<file path="config.mk">
export PLATFORM = sky130hd
export DESIGN_NAME = scale_and_extend
export DESIGN_NICKNAME = d
export VERILOG_FILES = /design/src/rtl/scale_and_extend_pkg.sv /design/src/rtl/scale_and_extend_scale_pipe.sv /design/src/rtl/scale_and_extend.sv
export SDC_FILE = /design/constraint.sdc
export NUM_CORES = 2
export LEC_CHECK = 0
export CORE_AREA = 2 2 307 309
export DETAILED_ROUTE_END_ITERATION = 8
export DIE_AREA = 0 0 309 311
export PLACE_DENSITY = 0.51
export SLEW_MARGIN = 20
export SYNTH_ARGS = -nofsm -noshare
export SYNTH_HDL_FRONTEND = slang
export SYNTH_SLANG_ARGS = --single-unit
</file>
<file path="constraint.sdc">
create_clock -name clk -period 16.1 [get_ports clk]
set_input_delay 3.22 -clock clk [delete_from_list [all_inputs] [get_ports clk]]
set_output_delay 3.22 -clock clk [all_outputs]
set_load 0.005 [all_outputs]
</file>
<file path="src/rtl/scale_and_extend_pkg.sv">
// Shared settings-bus map and defaults for the transmit gain stage.
// Other sdr_lib blocks import the address constants from here.
package scale_and_extend_pkg;

  localparam int BITS_IN   = 16;
  localparam int GAIN_BITS = 16;
  localparam int OUT_BITS  = BITS_IN + GAIN_BITS;

  // Settings-bus offset of the gain register.
  localparam logic [7:0] SR_GAIN_BASE = 8'd0;

  // Q2.(GAIN_BITS-2) unity.
  localparam logic [GAIN_BITS-1:0] UNITY_GAIN = GAIN_BITS'(1) << (GAIN_BITS - 2);

  function automatic logic is_reg_write(input logic stb, input logic [7:0] addr,
                                        input logic [7:0] base);
    return stb && (addr == base);
  endfunction

endpackage

</file>
<file path="src/rtl/scale_and_extend_scale_pipe.sv">
// One rail of the gain stage: input/gain register, signed full-width product,
// output register, with a 3-deep valid pipe that run clears.
module scale_pipe
  import scale_and_extend_pkg::*;
#(
  parameter int bits_in   = BITS_IN,
  parameter int gain_bits = GAIN_BITS
) (
  input  logic                          clk,
  input  logic                          rst,
  input  logic                          run,
  input  logic                          accept,
  input  logic [bits_in-1:0]            sample,
  input  logic [gain_bits-1:0]          gain,
  output logic [bits_in+gain_bits-1:0]  product,
  output logic                          stb_out
);

  localparam int PW = bits_in + gain_bits;

  logic        [bits_in-1:0]   s1_x;
  logic        [gain_bits-1:0] s1_g;
  logic signed [PW-1:0]        s1_x_ext;
  logic signed [PW-1:0]        s1_g_ext;
  logic signed [PW-1:0]        mult;
  logic        [PW-1:0]        s2_p;
  logic        [2:0]           valid;

  // Both operands are widened to the product width so the multiply is
  // exact; an in*gain product always fits in bits_in+gain_bits.
  assign s1_x_ext = {{gain_bits{s1_x[bits_in-1]}}, s1_x};
  assign s1_g_ext = {{bits_in{s1_g[gain_bits-1]}}, s1_g};
  assign mult     = s1_x_ext * s1_g_ext;

  always_ff @(posedge clk) begin
    // NOTE: state updates use <= so every stage samples the previous
    // stage's value from before this edge; = here would collapse the pipe.
    if (rst) begin
      // NOTE: the data stages are reset too (they are plain registers, not a
      // RAM), so out_i/out_q read 0 right after rst.
      s1_x    <= '0;
      s1_g    <= '0;
      s2_p    <= '0;
      product <= '0;
      valid   <= '0;
    end else begin
      valid <= run ? {valid[1:0], accept} : 3'b000;
      if (accept) begin
        s1_x <= sample;
        s1_g <= gain;
      end
      // Data only advances behind a live valid bit, so out holds between samples.
      if (run && valid[0]) s2_p    <= mult;
      if (run && valid[1]) product <= s2_p;
    end
  end

  assign stb_out = valid[2];

endmodule

</file>
<file path="src/rtl/scale_and_extend.sv">
// Transmit gain stage: signed I/Q times a settings-bus gain, widened to full
// precision, with run gating and a per-run accepted-sample counter.
module scale_and_extend
  import scale_and_extend_pkg::*;
#(
  parameter int         bits_in   = BITS_IN,
  parameter int         gain_bits = GAIN_BITS,
  parameter logic [7:0] BASE      = SR_GAIN_BASE
) (
  input  logic                          clk,
  input  logic                          rst,
  input  logic                          set_stb,
  input  logic [7:0]                    set_addr,
  input  logic [31:0]                   set_data,
  input  logic                          run,
  input  logic [bits_in-1:0]            in_i,
  input  logic [bits_in-1:0]            in_q,
  input  logic                          stb_in,
  output logic [bits_in+gain_bits-1:0]  out_i,
  output logic [bits_in+gain_bits-1:0]  out_q,
  output logic                          stb_out,
  output logic [31:0]                   sample_count
);

  localparam logic [gain_bits-1:0] unity_gain = gain_bits'(1) << (gain_bits - 2);

  logic [gain_bits-1:0] pend_gain;
  logic [31:0]          count_q;
  logic                 run_d;
  logic                 accept;
  logic                 gain_wr;
  logic                 run_rise;
  logic                 stb_i_rail;
  logic                 stb_q_rail;
  logic                 unused_set_data;

  assign accept          = stb_in && run;
  assign gain_wr         = is_reg_write(set_stb, set_addr, BASE);
  assign run_rise        = run && !run_d;
  assign unused_set_data = ^set_data[31:gain_bits];

  // A write only touches the pending copy; the rails latch it per accept,
  // so a same-edge accept still sees the old gain.
  always_ff @(posedge clk) begin
    if (rst) begin
      pend_gain <= unity_gain;
      count_q   <= '0;
      run_d     <= 1'b0;
    end else begin
      run_d <= run;
      if (gain_wr) pend_gain <= set_data[gain_bits-1:0];
      if (run_rise)    count_q <= accept ? 32'd1 : 32'd0;
      else if (accept) count_q <= count_q + 32'd1;
    end
  end

  scale_pipe #(.bits_in(bits_in), .gain_bits(gain_bits)) u_pipe_i (
    .clk     (clk),
    .rst     (rst),
    .run     (run),
    .accept  (accept),
    .sample  (in_i),
    .gain    (pend_gain),
    .product (out_i),
    .stb_out (stb_i_rail)
  );

  scale_pipe #(.bits_in(bits_in), .gain_bits(gain_bits)) u_pipe_q (
    .clk     (clk),
    .rst     (rst),
    .run     (run),
    .accept  (accept),
    .sample  (in_q),
    .gain    (pend_gain),
    .product (out_q),
    .stb_out (stb_q_rail)
  );

  assign stb_out      = stb_i_rail;
  assign sample_count = count_q;

  // Both rails see identical accept/run, so their valid pipes never diverge.
  a_rails_lockstep : assert property (@(posedge clk) stb_i_rail == stb_q_rail);

endmodule

</file>
======== Word-level counts from Yosys, hierarchy flattened ========
Index checks and enable logic that the tools add are counted.
cells by class
  $add $sub $neg .......................... 1
  multiply operators ...................... 2
  multiplexer cells ....................... 3
  bitwise gates (word level) .............. 1
  reduce and logical (&&, ||, !) cells .... 11
operators by type and width
  kind                                           number
  multiplier 16 x 16 -> 32 bit                   2
  two-way mux 32 bit                             2
  adder 32 x 1 -> 32 bit, second input constant  1
  zero test 8 bit                                1
  logical AND 1 bit                              7
  nonzero test 2 bit                             1
  OR reduction 2 bit                             1
  zero test 1 bit                                1
  two-way mux 1 bit                              1
  inverter 1 bit                                 1
word-level totals
  register bits ........................... 230

======== Depth between registers and ports, before layout ========
  word-level depth ........................ 3
  gate-level depth with buffers ........... 24

======== Cells and area by module ========
A second synthesis with hierarchy kept.
second synthesis, totals
  cells, all modules ...................... 3190
  area total of the unflattened synthesis .. 28698.8 µm²
modules (own cells, without submodules)
  module                  instances  cells each  area an instance (µm²)  seq. area each (µm²)
  scale_pipe at u_pipe_q  1          1479        13260.2                 1981.9
  scale_pipe at u_pipe_i  1          1461        13215.2                 1981.9
  scale_and_extend        1          250         2223.4                  980.9

======== Worst setup path before layout ========
OpenSTA, ideal clock, no wires.
  path kind ............................... register -> register
  start point ............................. register u_pipe_q.s1_x[15]
  end point ............................... register u_pipe_q.s2_p[28]
  setup time .............................. 0.117 ns
  arrival ................................. 6.167 ns
  data required time ...................... 15.983 ns
  setup slack ............................. 9.816 ns
  cell stages (with the launch flop) ...... 21
  path buffers ............................ 1
  clock period less this slack ............ 6.284 ns
  path through ............................ dfxtp_1 > clkbuf_1 > nand2_1 > fa_1 > inv_1 > fa_1 > fa_1 > fa_1 > fa_1 > inv_1 > fa_1 > inv_1 > ha_1 > and3_1 > and2_1 > a221o_1 > or3_1 > nor3_1 > nor3b_1 > o31a_1 > a32o_1
between the ends
  longest elaborated chain between the ends .. 1
RTL lines
  what                          line                               RTL
  start, declared               scale_and_extend_scale_pipe.sv:21  logic [bits_in-1:0] s1_x;
  start signal, assigned        scale_and_extend_scale_pipe.sv:49  s1_x <= sample;
  multiplier 16 x 16 -> 32 bit  scale_and_extend_scale_pipe.sv:33  assign mult = s1_x_ext * s1_g_ext;
  end signal, assigned          scale_and_extend_scale_pipe.sv:53  if (run && valid[0]) s2_p <= mult;
  end, declared                 scale_and_extend_scale_pipe.sv:26  logic [PW-1:0] s2_p;
No other way between the ends.
A chain may end at the register's enable or synchronous reset.

======== Final worst setup path ========
  start point ............................. register u_pipe_q.s1_g[5]
  end point ............................... register u_pipe_q.s2_p[28]
between the ends
  longest elaborated chain between the ends .. 1
RTL lines
  what                          line                               RTL
  start, declared               scale_and_extend_scale_pipe.sv:22  logic [gain_bits-1:0] s1_g;
  start signal, assigned        scale_and_extend_scale_pipe.sv:50  s1_g <= gain;
  multiplier 16 x 16 -> 32 bit  scale_and_extend_scale_pipe.sv:33
No other way between the ends.

==> parameters.txt <==
Parameter                              Value

Routing
  Total vias in the final route    approximately 21000
  Remaining number of nets flagged by the antenna check after routing    0
  Total wire length after detailed routing    around 76 mm
  First-pass detailed-route iteration total    5
  Detailed router's first-iteration violation count    between 800 and 900
  Via density per instance    roughly 4.6
  # DRC    0
  Average wire per cell in the routed design    about 17 µm

Pwr
  Share of total power consumed by net switching    0.2566
  Total internal power    0.9550 mW
  Combinational fraction of design power    0.053
  Power dissipated by switching net loads    around 0.33 mW
  Clock network fraction of total power    0.488
  Total leakage power    roughly 14 nW
  Power density over cell area    slightly above 40 nW/µm²
  Maximum ir drop on the vdd rail    0.07144 mV
  Register share of total power    0.459

Yosys
  Post-synth EDFFs    0
  Main flop type after synthesis    dfxtp_1
  Main combinational cell family by area after synthesis    adder cells
  Proportion of synthesized chip area in sequential cells    0.1649
  Simple-gate share of the synthesized area    0.1785
  Post-synthesis cell type count    65
  Synthesized netlist net count    3933
  Adder and majority cell fraction of the synthesized area    0.4537
  Total standard cell area after synthesis    27670 µm²
  Mean instance size in the synthesized netlist    approximately 8.7 µm²
  Xor/xnor share of the synthesized area    0.02690
  Async SR Flop Fraction    0
  Fraction of synthesized area in multiplexers    0.0007234
  Post-synthesis compound-gate area fraction    0.07582
  #FFs+latches synth    228
  Synthesis Warnings    0
  Synthesized netlist cell count    3167

Global route
  Overall track demand over capacity in global routing    0.1652
  Initial antenna violation count    1
  Total overflow reported by the global router    0
  First-pass GRT wire length    approximately 120 mm
  Maximum number of pins on one net before global-route repair    83
  Vias in the first global route    roughly 22000

Layout
  Util after Layout    0.3385
  Share of layout cells above drive strength 1    0.02981
  Area overhead of the layout relative to synthesis    13.46%
  Leading cell types in the layout, fill and taps excluded    nand2_1 (600), inv_1 (583), fa_1 (524), and2_1 (245), dfxtp_1 (222)
  Number of nets at the end of the flow    approximately 4000
  Commonest non-fill, non-tap cell in the layout    nand2_1

Outcome
  Outcome    finished, final reports clean

Die
  # IOs    174
  Starting density of the core    0.2983
  Std-Cell Rows    112
  Core Box Area    about 93000 µm²
  Vertical die dimension    around 310 µm
  Die Area    96100 µm²
  Horizontal die dimension    309 µm

STA
  Headroom to the max-slew limit    0.3272
  Final number of max-transition violations    0
  Tightest hold margin    approximately 0.45 ns
  Fin Setup TNS    0 ns
  Slew at the pin closest to its max-slew limit    approximately 1.0 ns
  Number of failing setup endpoints in the final timing report    0
  Min Tclk post-route    slightly above 7 ns
  Post-route clock period utilization    0.4422
  Hold violation total from the final report    0
  Skew final    0.01258 ns
  Final setup slack of the worst path    about 9 ns
  Peak Freq    0.1405 GHz
  Unrepaired setup endpoints after global routing    false

Hold path
  Worst hold path stage count    2
  Class of the tightest hold or removal check    reg2reg

Setup path
  Setup Crit Path Kind    reg2reg
  Kind of end point of the critical path    flop
  WP data required    16.57 ns
  Arrival time at the worst endpoint    ~7.6 ns
  CP Launch Type    flop
  Crit-path max FO    22
  Number of cell instances on the worst register-to-register path    20

Place
  Worst setup timing slack at the placement stage    8.991 ns
  Port bufs    about 160
  HPWL Detailed    around 57 mm
  Final weighted congestion in routability-driven placement    between 0.8 and 0.9

Clock tree
  Worst-Skew Late Latency    approximately 0.58 ns
  Number of buffers inserted to repair setup after CTS    0
  Cell at the root of the clock tree    clkbuf_16
  Cts repair resizes    0
  Hold buffer count at CTS    0
  Number of sinks handled by clock tree synthesis    roughly 230
  Total CTS buffers    27
  Clock input transition at the sequential cells of the worst setup and hold paths    about 0.06 ns
  Worst-case clock buffer depth    3
  TritonCTS clock tree    yes
  H-tree level count    1

Run
  Max Cap Viol    0
## path summary, 6_finish.rpt
check,slack (ns),end,start
max,8.98,u_pipe_q.s2_p[28],u_pipe_q.s1_g[5]
min,0.45,u_pipe_q.s1_g[10],pend_gain[10]
max reg2reg,8.98,u_pipe_q.s2_p[28],u_pipe_q.s1_g[5]
min reg2reg,0.45,u_pipe_q.s1_g[10],pend_gain[10]
## routing by layer
layer | global-route usage | wire length [µm] | vias up
met5 | 0 | 0 | -
met4 | 0.03387 | 1475 | 0
met3 | 0.02009 | 2800 | 75
met2 | 0.2932 | 38600 | 314
met1 | 0.2143 | 33190 | 10500
li1 | - | - | 9749
## synthesized netlist by cell type (4+ instances only)
cell type,n,area [µm²]
a211oi_1,14,105.1
a21o_1,20,150.1
a21oi_1,213,1066
a31oi_1,8,50.05
and2_1,248,1551
and4_1,4,35.03
buf_1,9,33.78
clkbuf_1,140,525.5
dfxtp_1,228,4564
fa_1,524,10490
ha_1,165,2064
inv_1,583,2188
nand2_1,603,2263
nand2b_1,9,56.30
nand3_1,35,175.2
nand4_1,16,100.1
nand4b_1,4,35.03
nor2_1,94,352.8
nor2b_1,5,31.28
nor3_1,22,110.1
nor3b_1,5,37.54
o211ai_1,7,52.55
o21a_1,4,30.03
o21ai_0,31,155.2
o21ai_1,16,80.08
o21bai_1,4,30.03
o31ai_1,5,37.54
or3_1,9,56.30
xnor2_1,49,429.2
xor2_1,36,315.3
## sequential cells by signal, indices dropped and copies added (netlist names)
name              cells
run_d                 1
u_pipe_i.valid        2
u_pipe_i.s1_x        16
u_pipe_q.valid        1
u_pipe_q.s2_p        32
u_pipe_i.s2_p        32
u_pipe_q.s1_g        16
u_pipe_q.s1_x        16
u_pipe_q.product     32
pend_gain            16
u_pipe_i.product     32
sample_count         32
## area by class of cell
type / instances / area [µm²]
fillers: 9950 / 61370
clock inverters: 13 / 140.1
clock buffers: 35 / 745.7
well taps: 1254 / 1569
flip-flops and latches: 228 / 4572
inverters: 584 / 2192
multi-input cells: 2206 / 20370
diodes: 2 / 5.005
repair buffers: 188 / 1805
## worst max-delay path, cell delays in order, from the launching register on
cell and delay [ns]:
dfxtp_2 0.58, buf_4 0.38, nand2_1 0.17, fa_1 0.55, inv_1 0.08, fa_1 0.88, fa_1 0.57, fa_1 0.51
fa_1 0.49, inv_1 0.05, fa_1 0.48, inv_1 0.05, ha_1 0.34, and3_1 0.23, and2_1 0.19, a221o_1 0.35
or3_1 0.31, nor3_1 0.24, nor3b_1 0.11, o31a_1 0.24, a32o_1 0.21
## power by group through the flow
stage	clock network [mW]	registers (mW)	logic, mW
after global routing	0.670	0.590	0.0749
after CTS	0.649	0.589	0.0691
after global placement	0	0.602	0.0687
after floorplan	0	0.586	0.0400
after detailed placement	0	0.602	0.0687
final	0.627	0.590	0.0678
## per-stage QoR
stage	area [µm²]	power, mW	cells
floorplan	27670	0.6264	3167
global placement	30510	0.6706	4460
detailed placement	30510	0.6707	4460
CTS	31390	1.307	4508
global route	31400	1.335	4509
finish	31400	1.285	4510
## logic make-up (layout without fill, tap and decap cells)
group / after synthesis / count (layout)
xor gates and xnor gates: 85 / 85
adders and majority gates: 689 / 689
AOI/OAI and AO/OA: 358 / 358
and+or+nand+nor: 1072 / 1072
buffers and inverters: 733 / 820
muxes: 2 / 2
other: 0 / 2
DFF: 228 / 228
No activity file was read; power rests on OpenSTA's default activity.
